File: src/rtl/base_arate.sv
// ---------------------------------------------------------------------------
// Module   : base_arate
// Purpose  : Token-bucket rate limiter for a valid/ready stream. Transfers
//            pass only while tokens are available. One token is added every
//            cfg_period+1 cycles, and the bucket is capped at cfg_max.
//            Gating is purely combinational (zero latency). A saturating
//            counter records the cycles in which the limiter held back a
//            valid transfer.
// Ports    : clk, rst_n            - clock, asynchronous active-low reset
//            cfg_en                - 1 = limiting active, 0 = bypass
//            cfg_period            - refill interval minus one
//            cfg_max               - bucket capacity
//            i_v / i_r / i_d       - upstream valid / ready / data
//            o_v / o_r / o_d       - downstream valid / ready / data
//            tokens                - current token count (registered)
//            stall_cnt / stall_clr - saturating stall counter and its clear
// Revision : 1.0 - initial release
// ---------------------------------------------------------------------------
`default_nettype none

module base_arate #(
  parameter int DWIDTH = 8,
  parameter int TOKW   = 4,
  parameter int PERW   = 8,
  parameter int STW    = 16
) (
  input  logic              clk,
  input  logic              rst_n,
  input  logic              cfg_en,
  input  logic [PERW-1:0]   cfg_period,
  input  logic [TOKW-1:0]   cfg_max,
  input  logic              i_v,
  output logic              i_r,
  input  logic [DWIDTH-1:0] i_d,
  output logic              o_v,
  input  logic              o_r,
  output logic [DWIDTH-1:0] o_d,
  output logic [TOKW-1:0]   tokens,
  output logic [STW-1:0]    stall_cnt,
  input  logic              stall_clr
);

  logic [PERW-1:0] timer_q, timer_d;
  logic [TOKW-1:0] tokens_q, tokens_d;
  logic [STW-1:0]  stall_q, stall_d;

  logic            has_tok;
  logic            en;
  logic            take;
  logic            tick;
  logic [TOKW:0]   tok_sum;

  assign has_tok = (tokens_q != '0);
  assign en      = ~cfg_en | has_tok;

  // Zero-latency gating; the data path is never inspected.
  assign o_v = i_v & en;
  assign i_r = o_r & en;
  assign o_d = i_d;

  assign take = cfg_en & i_v & o_r & has_tok;

  // Using >= rather than == means a period shrunk below the current timer
  // value produces a tick on the very next edge instead of wrapping the
  // timer through its whole range.
  assign tick = (timer_q >= cfg_period);

  always_comb begin
    timer_d = timer_q + PERW'(1);
    if (tick) begin
      timer_d = '0;
    end
  end

  // One extra bit so a tick at full scale cannot wrap before the cap is
  // applied; take only happens with tokens_q != 0, so no underflow.
  assign tok_sum = ({1'b0, tokens_q} + (TOKW+1)'(tick)) - (TOKW+1)'(take);

  always_comb begin
    tokens_d = tok_sum[TOKW-1:0];
    // The cap also applies without tick/take, so lowering cfg_max clamps
    // the bucket on the next edge.
    if (tok_sum > {1'b0, cfg_max}) begin
      tokens_d = cfg_max;
    end
  end

  always_comb begin
    stall_d = stall_q;
    if (stall_clr) begin
      stall_d = '0;
    end else if (cfg_en && i_v && !has_tok && !(&stall_q)) begin
      stall_d = stall_q + STW'(1);
    end
  end

  always_ff @(posedge clk or negedge rst_n) begin
    if (!rst_n) begin
      timer_q  <= '0;
      tokens_q <= '0;
      stall_q  <= '0;
    end else begin
      timer_q  <= timer_d;
      tokens_q <= tokens_d;
      stall_q  <= stall_d;
    end
  end

  assign tokens    = tokens_q;
  assign stall_cnt = stall_q;

endmodule

`default_nettype wire

File: config.mk
export PLATFORM = sky130hd
export DESIGN_NAME = base_arate
export DESIGN_NICKNAME = d
export VERILOG_FILES = /design/src/rtl/base_arate.sv
export SDC_FILE = /design/constraint.sdc
export NUM_CORES = 1
export LEC_CHECK = 0
export CAP_MARGIN = 0
export CORE_MARGIN = 3
export CORE_UTILIZATION = 40
export DETAILED_ROUTE_END_ITERATION = 12
export GPL_TIMING_DRIVEN = 0
export PLACE_DENSITY = 0.74
export RECOVER_POWER = 100
export REMOVE_ABC_BUFFERS = 1
export SETUP_SLACK_MARGIN = 0.2
export SYNTH_ARGS = -nofsm -noshare
export SYNTH_HDL_FRONTEND = slang
export SYNTH_SLANG_ARGS = --single-unit
File: constraint.sdc
create_clock -name clk -period 6.3 [get_ports clk]
set_input_delay 1.26 -clock clk [delete_from_list [all_inputs] [get_ports clk]]
set_output_delay 1.26 -clock clk [all_outputs]
set_load 0.02 [all_outputs]
* Yosys cells after proc, flatten, opt, wreduce, memory -nomap -nowiden
Index checks and enable logic that the tools add are counted.
** Word-level totals
- Register bits after elaboration :: 28
- Input bits :: 26
- Output and inout port bits :: 30
- Logic and storage cells :: 28
** Operators by class
- Add/subtract/negate cells :: 4
- $lt $le $gt $ge :: 2
- Muxes and demuxes :: 4
- Bitwise logic cells :: 7
- Reduce and logical (&&, ||, !) cells :: 8
** Operators by type and width (count)
- 16-bit 2-to-1 mux :: 2
- 16-bit by 1-bit adder with 16-bit output (second input constant) :: 1
- 16-bit AND reduction :: 1
- 8-bit by 1-bit adder with 8-bit output (second input constant) :: 1
- 8-bit greater-or-equal comparator :: 1
- 8-bit 2-to-1 mux :: 1
- 4-bit by 1-bit adder with 5-bit output :: 1
- 1-bit AND :: 5
- 5-bit by 4-bit > comparator with 1-bit output :: 1
- 5-bit by 1-bit subtractor with 5-bit output :: 1
- 4-bit 2-to-1 mux :: 1
- 4-bit nonzero test :: 1
- 1-bit logical AND :: 3
- 1-bit zero test :: 2
- 2-bit nonzero test :: 1
- 1-bit NOT :: 1
- 1-bit OR :: 1

* Logic depth before layout (Yosys ltp)
Gate-level depths: netlist (run 1).
- Word-level depth :: 6
- Depth in mapped cells :: 19
- Gate-level depth less buffers :: 19

* Least setup slack after synthesis (run 1)
Ideal clock, no wire load.
- Path type :: input port to flip-flop
- Start :: in cfg_period[0]
- End :: reg tokens_q[0] (netlist: tokens[0])
- Arrival time :: 4444 ps
- Data required time :: 6172 ps
- Slack :: 1729 ps
- Stages on the path :: 17
- Buffers on the path :: 0
- Cell sequence :: ha_1 nand2b_1 a211o_1 a21oi_1 o21ai_1 inv_1 ha_1 inv_1 ha_1 inv_1 fa_1 xnor2_1 ha_1 a21o_1 a211oi_1 o21ai_1 mux2_1
** On the way
- Word-level cells in the longest chain between the ends :: 5
** RTL lines
- from (decl) :: line 30 : input logic [PERW-1:0] cfg_period,
- 8-bit greater-or-equal comparator * :: line 66 : assign tick = (timer_q >= cfg_period);
- 4-bit by 1-bit adder with 5-bit output * :: line 77 : assign tok_sum = ({1'b0, tokens_q} + (TOKW+1)'(tick)) - (TOKW+1)'(take);
- 5-bit by 1-bit subtractor with 5-bit output * :: line 77
- 5-bit by 4-bit > comparator with 1-bit output :: line 83 : if (tok_sum > {1'b0, cfg_max}) begin
- 4-bit 2-to-1 mux * :: line 83
- via tokens_d[0] :: line 44 : logic [TOKW-1:0] tokens_q, tokens_d;
- to (signal assigned) :: line 104 : tokens_q <= tokens_d;
- to (decl) :: line 44
Mark *: on every way through the listed nets, which the timed path passes. The rest lies on a longest branch.
A chain may end at the register's enable or synchronous reset.

* Final worst setup path (run 1)
Ends and elaborated chain as after synthesis.

==> results.md, run 1 <==
- Htree depth: 1
- Longest Clk Path Bufs: 2
- Final cell count without fillers: 309
- Ant diodes: 0
- Total Wirelength: 4.08 mm
- Total power: 773 uW
- Cell Area, Synth: 2020 um2
- Postcts setup bufs: 0
- Max-cap violation count: 1
- First-pass GRT wire length: just over 7 mm
- Synth area leaders: dfrtp_1 (35%), ha_1 (12%), xnor2_1 (7.4%)
- Status: finished, violations left
- Worst-Margin Slew: 1500 ps
- Vias in the first global route: 1,582
- Async set-reset flop share out of synthesis: 100%
- CP Launch Type: input port
- Row count: 25
- Reg2reg start: timer_q[0]$_DFF_PN0_
- Root Buffer: clkbuf_8
- CTS tree: built
- Die area: around 5900 um2
- Antenna Violating Nets Remaining: 0
- Io pins: 56
- Post-placement cell area: 2420 um2
- Skew-Pair Late Insertion Delay: 270 ps
- DR vias/cell: 5.01
- Worst EP required: 6460 ps
- Die Y: 77.0 um
- Number of hold violations in the final report: 0
- Largest net degree at the start of global routing: 29
- Hold crit path type: register to register
- Share of cells above drive strength 1: under 10%
- Pre-CTS setup slack: between 800 and 900 ps
- Core area: about 4800 um2
- GRT overflow: 0
- Nets: 290
- CTS Sinks: 28
- P per Cell Area: 321 nW/um2
- Max Slew Vio Count: 28
- Top cell types by occurrence after synthesis: dfrtp_1 (28), nor2_1 (28), inv_1 (24)
- Leak pwr: between 1 and 1.5 nW
- Initial core utilization: a little over two fifths
- CTS Hold Buffers Added: 0
- RSZ-0062 raised after global routing: false
- Gr usage total: about 15%
- Hold_sp: timer_q[0]$_DFF_PN0_
- Failing checks: capacitance limit, slew limit
- DRT Pass-1 Iters: 4
- Initial antenna violation count: 0
- EDFF count, synth: 0
- Fin crit share: between 80% and 90%
- Drt first-iter violations: 61
- Area share of the largest cell type after synthesis: around a third
- Most frequent CP cell: ha_1
- Design area: 2410 um2
- Tmin final: 5320 ps
- Ys flop type: dfrtp_1
- Synth Register Bits: 28
- Port buffer count: 39
- Drt drc: 0
- Routability Congestion: slightly above 0.8
- Setup TNS: 0 ps
- Filler cells: 440
- Worst setup path category: input port to register
- DR WL/cell: 13.2 um
- CP endpoint kind: register
- Crit-path cells: clkdlybuf4s50_1, ha_1, nand2b_1, a211o_1, a21oi_1, o21ai_0, inv_1, ha_1, inv_1, ha_1, inv_1, fa_1, xnor2_1, ha_1, a21o_1, a211oi_1, o21ai_1, mux2_1
- Die width: 77.0 um
- CP max FO: 9
- CP Launch Point: cfg_period[0]
- Crit path arrival time: approximately 5500 ps
- Synth unique cells: 39
- Fin util: 50.3%
- Mean Syn Cell Area: 9.61 um2
- CP bufs+invs: 4
- Dpl cells: 305
- TritonCTS buffer count: 3
- Final worst slack: 980 ps
- Worst Skew: 3.02 ps
- Hold Slack: approximately 550 ps
- Post-synthesis instance total: 210
- Layout area overhead: 19.3%
- Slowest stage delay, CP: about 750 ps
- Vias: 1,547
- Yosys warns: 0
- Post-synth top area cell: dfrtp_1
- Cell family with most CP delay: compound AO/OA/AOI/OAI gates
- Worst-case vdd ir drop: ~0.30 mV
- Final setup viols: 0
- Seq/Total Area, Yosys: roughly a third
- Clk pin slew, worst setup/hold paths: 90 ps
- Max_slew headroom: -0.284%
- Highest clock rate: 188 MHz
- Worst path slowest cell: o21ai_0
- Post_cts resized: 0
- Hpwl dp: between 3 and 4 mm
[registers in the layout, summed over array words and instances, names as in the netlist]
signal     count
stall_cnt     16
tokens         4
timer_q        8
[cells in the final DEF, fill, tap and decap left out, drive strengths merged, types with 2 or more instances in the layout]
cell and n:
dfrtp 28, a21oi 6, nor3 4, nor3b 2
dlygate4sd3 23, nand2b 2, nand2 5, xnor2 17
o21ai 4, a21boi 2, nand4 8, nand3 13
clkbuf 5, mux2 3, a21o 4, clkdlybuf4s50 15
nor2 28, and3 4, xor2 6, inv 24
a311oi 2, nor4 6, ha 20
[routing by layer]
metal	up-vias	wire length (um)	part of all wire [%]	global-route usage, %
li1	774	-	-	-
met5	-	0	0	0
met2	44	2020	50	24.8
met3	4	180	4.4	3.29
met4	0	48	1.2	5.52
met1	725	1830	45	18.2
[kinds of logic (layout without fill, tap and decap cells)]
logic type | count (synthesis) | in the layout | synth area share, %
adders and majority gates | 21 | 21 | 13.4
DFF | 28 | 28 | 34.7
muxes | 4 | 4 | 2.17
buffers and inverters | 35 | 67 | 8.06
AOI/OAI and AO/OA | 22 | 22 | 8.12
xor gates and xnor gates | 23 | 23 | 9.98
and+or+nand+nor | 77 | 77 | 23.6
[path summary, 6_finish.rpt]
path                            slack [ps]  cells after the start                  endpoint
min in group asynchronous             1330                      1  stall_cnt[6]$_DFFE_PN0P_
worst min-delay path                   550                      1      timer_q[0]$_DFF_PN0_
worst max register to register        1870                     18       tokens[0]$_DFF_PN0_
worst max-delay path                   980                     18       tokens[0]$_DFF_PN0_
worst min register to register         550                      1      timer_q[0]$_DFF_PN0_
max in group asynchronous             4090                      1      timer_q[1]$_DFF_PN0_
[report_power, final]
group / internal, mW / switching, mW
Combinational: 0.200 / 0.204
Sequential: 0.216 / 0.0410
Clock: 0.0560 / 0.0558
Total: 0.472 / 0.301
[layout make-up]
class	count	area, um2	share of cell area [%]
Clock buffer	4	55.1	2.29
Inverter	24	90.1	3.74
Multi-Input combinational cell	147	1090	45.4
Sequential cell	28	701	29.1
Tap cell	67	83.8	3.48
Timing Repair Buffer	39	384	16.0
No activity file was read; power rests on OpenSTA's default activity.
==> run 2: changes to the inputs <==
- PLACE_DENSITY: 0.74 -> 0.76
- clock period: 6.3 -> 4.5 ns (I/O delays scaled with it)
==> run 2 against run 1 <==
The flow finishes with violations (capacitance limit). Sequential share of layout area fell by 2.0 points. Combinational power is 110% higher. Critical path type unchanged. First-iteration DRC count down 11%. Register-to-register slack worse by 1200 ps. Clock skew is essentially flat.
==> results.md, run 2 (synthesis results as in run 1) <==
- Setup TNS: 0 ps
- Vias: 1,584
- TritonCTS buffer count: 3
- Worst-case vdd ir drop: 0.556 mV
- P per Cell Area: 535 nW/um2
- Row count: 25
- Largest net degree at the start of global routing: 29
- Worst Skew: around 2.9 ps
- First-pass GRT wire length: 7.51 mm
- Share of cells above drive strength 1: 14.2%
- Status: finished, violations left
- Initial core utilization: 42.2%
- Worst-Margin Slew: 1490 ps
- GRT overflow: 0
- DR WL/cell: 13.8 um
- Number of hold violations in the final report: 0
- Max Slew Vio Count: 0
- RSZ-0062 raised after global routing: false
- Worst setup path category: input port to register
- Die area: 5930 um2
- DRT Pass-1 Iters: 4
- Skew-Pair Late Insertion Delay: 270 ps
- Drt first-iter violations: 54
- Post-placement cell area: 2420 um2
- R2R Setup Slk: 710 ps
- Worst EP required: 4670 ps
- Most frequent cells in the layout: dfrtp_1 (28), nor2_1 (27), dlygate4sd3_1 (24)
- Htree depth: 1
- Longest Clk Path Bufs: 2
- Io pins: 56
- CP Launch Type: input port
- DR vias/cell: 5.06
- Antenna Violating Nets Remaining: 0
- Fin crit share: between 90% and 100%
- Final setup viols: 0
- Slowest stage delay, CP: 450 ps
- Failing checks: capacitance limit
- Max-cap violation count: 1
- Routability Congestion: ~0.8
- Clk pin slew, worst setup/hold paths: 90 ps
- Max_slew headroom: 0.664%
- CTS tree: built
- Tmin final: 4210 ps
- Core area: about 4800 um2
- Hold crit path type: register to register
- Filler cells: around 430
- Initial antenna violation count: 0
- Die width: 77.0 um
- Leak pwr: 1.20 nW
- Worst path slowest cell: clkdlybuf4s50_1
- CTS Sinks: 28
- Vias in the first global route: around 1,700
- Total Wirelength: 4.31 mm
- Highest clock rate: between 200 and 250 MHz
- Nets: 294
- Root Buffer: clkbuf_8
- Crit path arrival time: 4380 ps
- Port buffer count: 39
- Ant diodes: 0
- Crit-path cells: clkdlybuf4s50_1, inv_1, ha_1, a211o_1, a21oi_1, o21ai_2, inv_2, ha_4, inv_2, ha_4, inv_2, fa_2, xnor2_2, ha_1, a21o_1, a211oi_2, o21ai_2, mux2_4
- CP endpoint kind: register
- Drt drc: 0
- Most frequent CP cell: inv_2
- Most common cell after layout, fill and taps aside: dfrtp_1
- Layout area overhead: 27.9%
- Fin util: ~54%
- Gr usage total: approximately 15%
- Design area: about 2600 um2
- Hpwl dp: between 3 and 4 mm
- Die Y: 77.0 um
- CP max FO: 4
- Max FFs per register: 16
## run 2: cell count changes in the layout (fill, tap and decap cells not counted), sizes merged
cell	delta
clkbuf	+2
clkdlybuf4s50	-3
buf	+2
dlymetal6s2s	+2
dlygate4sd3	+1
## run 2: routing by layer
metal | up-vias | part of all wire, % | track usage (%)
met5 | - | 0 | 0
met4 | 0 | 1.1 | 4.45
met3 | 4 | 4.7 | 3.17
met2 | 46 | 51 | 27.3
met1 | 746 | 43 | 18.5
li1 | 788 | - | -
## run 2: area by class of cell
| type | count | area [um2] | share of cell area [%] |
|---|---|---|---|
| Clock buffer | 4 | 55.1 | 2.13 |
| Inverter | 24 | 90.1 | 3.49 |
| Multi-Input combinational cell | 147 | 1240 | 47.9 |
| Sequential cell | 28 | 701 | 27.1 |
| Tap cell | 67 | 83.8 | 3.25 |
| Timing Repair Buffer | 43 | 415 | 16.1 |
## run 2: critical path, delay by kind of cell
family | cells | cell delay (ps)
muxes | 1 | 320
AOI/OAI and AO/OA | 6 | 1050
adders and majority gates | 5 | 1280
xor gates and xnor gates | 1 | 160
buffers and inverters | 5 | 660
## run 2: what timing repair did
item,CTS,global route
hold endpoints to repair,0,0
resized for setup,22,11
hold buffers,0,0
buffers inserted,2,2
pin swaps,12,16
setup endpoints to repair,4,4
## run 2: path summary, 6_finish.rpt
path                                            from                       end  depth (start not counted)
worst max-delay path                   cfg_period[1]       tokens[3]$_DFF_PN0_                         18
worst min-delay path            timer_q[0]$_DFF_PN0_      timer_q[0]$_DFF_PN0_                          1
worst max register to register  timer_q[0]$_DFF_PN0_       tokens[3]$_DFF_PN0_                         18
worst min register to register  timer_q[0]$_DFF_PN0_      timer_q[0]$_DFF_PN0_                          1
max in group asynchronous                      rst_n       tokens[2]$_DFF_PN0_                          1
min in group asynchronous                      rst_n  stall_cnt[6]$_DFFE_PN0P_                          1
## run 2: through the flow
stage / setup WS [ps] / hold WS (ps) / std cells / total power, mW
after CTS: 225 / 544 / 311 / 1.31
after global placement: -474 / 532 / 305 / 0.927
final: 289 / 551 / 313 / 1.38
after floorplan: 289 / 488 / 199 / 0.789
after global routing: 93.8 / 578 / 313 / 1.50
after detailed placement: -471 / 538 / 305 / 0.948
## run 2: report_power, final
| part | leakage [nW] | total, mW | internal [mW] | switching, mW |
|---|---|---|---|---|
| registers | 0.372 | 0.367 | 0.303 | 0.0643 |
| clock network | 0.0288 | 0.157 | 0.0784 | 0.0789 |
| logic | 0.803 | 0.857 | 0.462 | 0.395 |
| total | 1.20 | 1.38 | 0.843 | 0.538 |
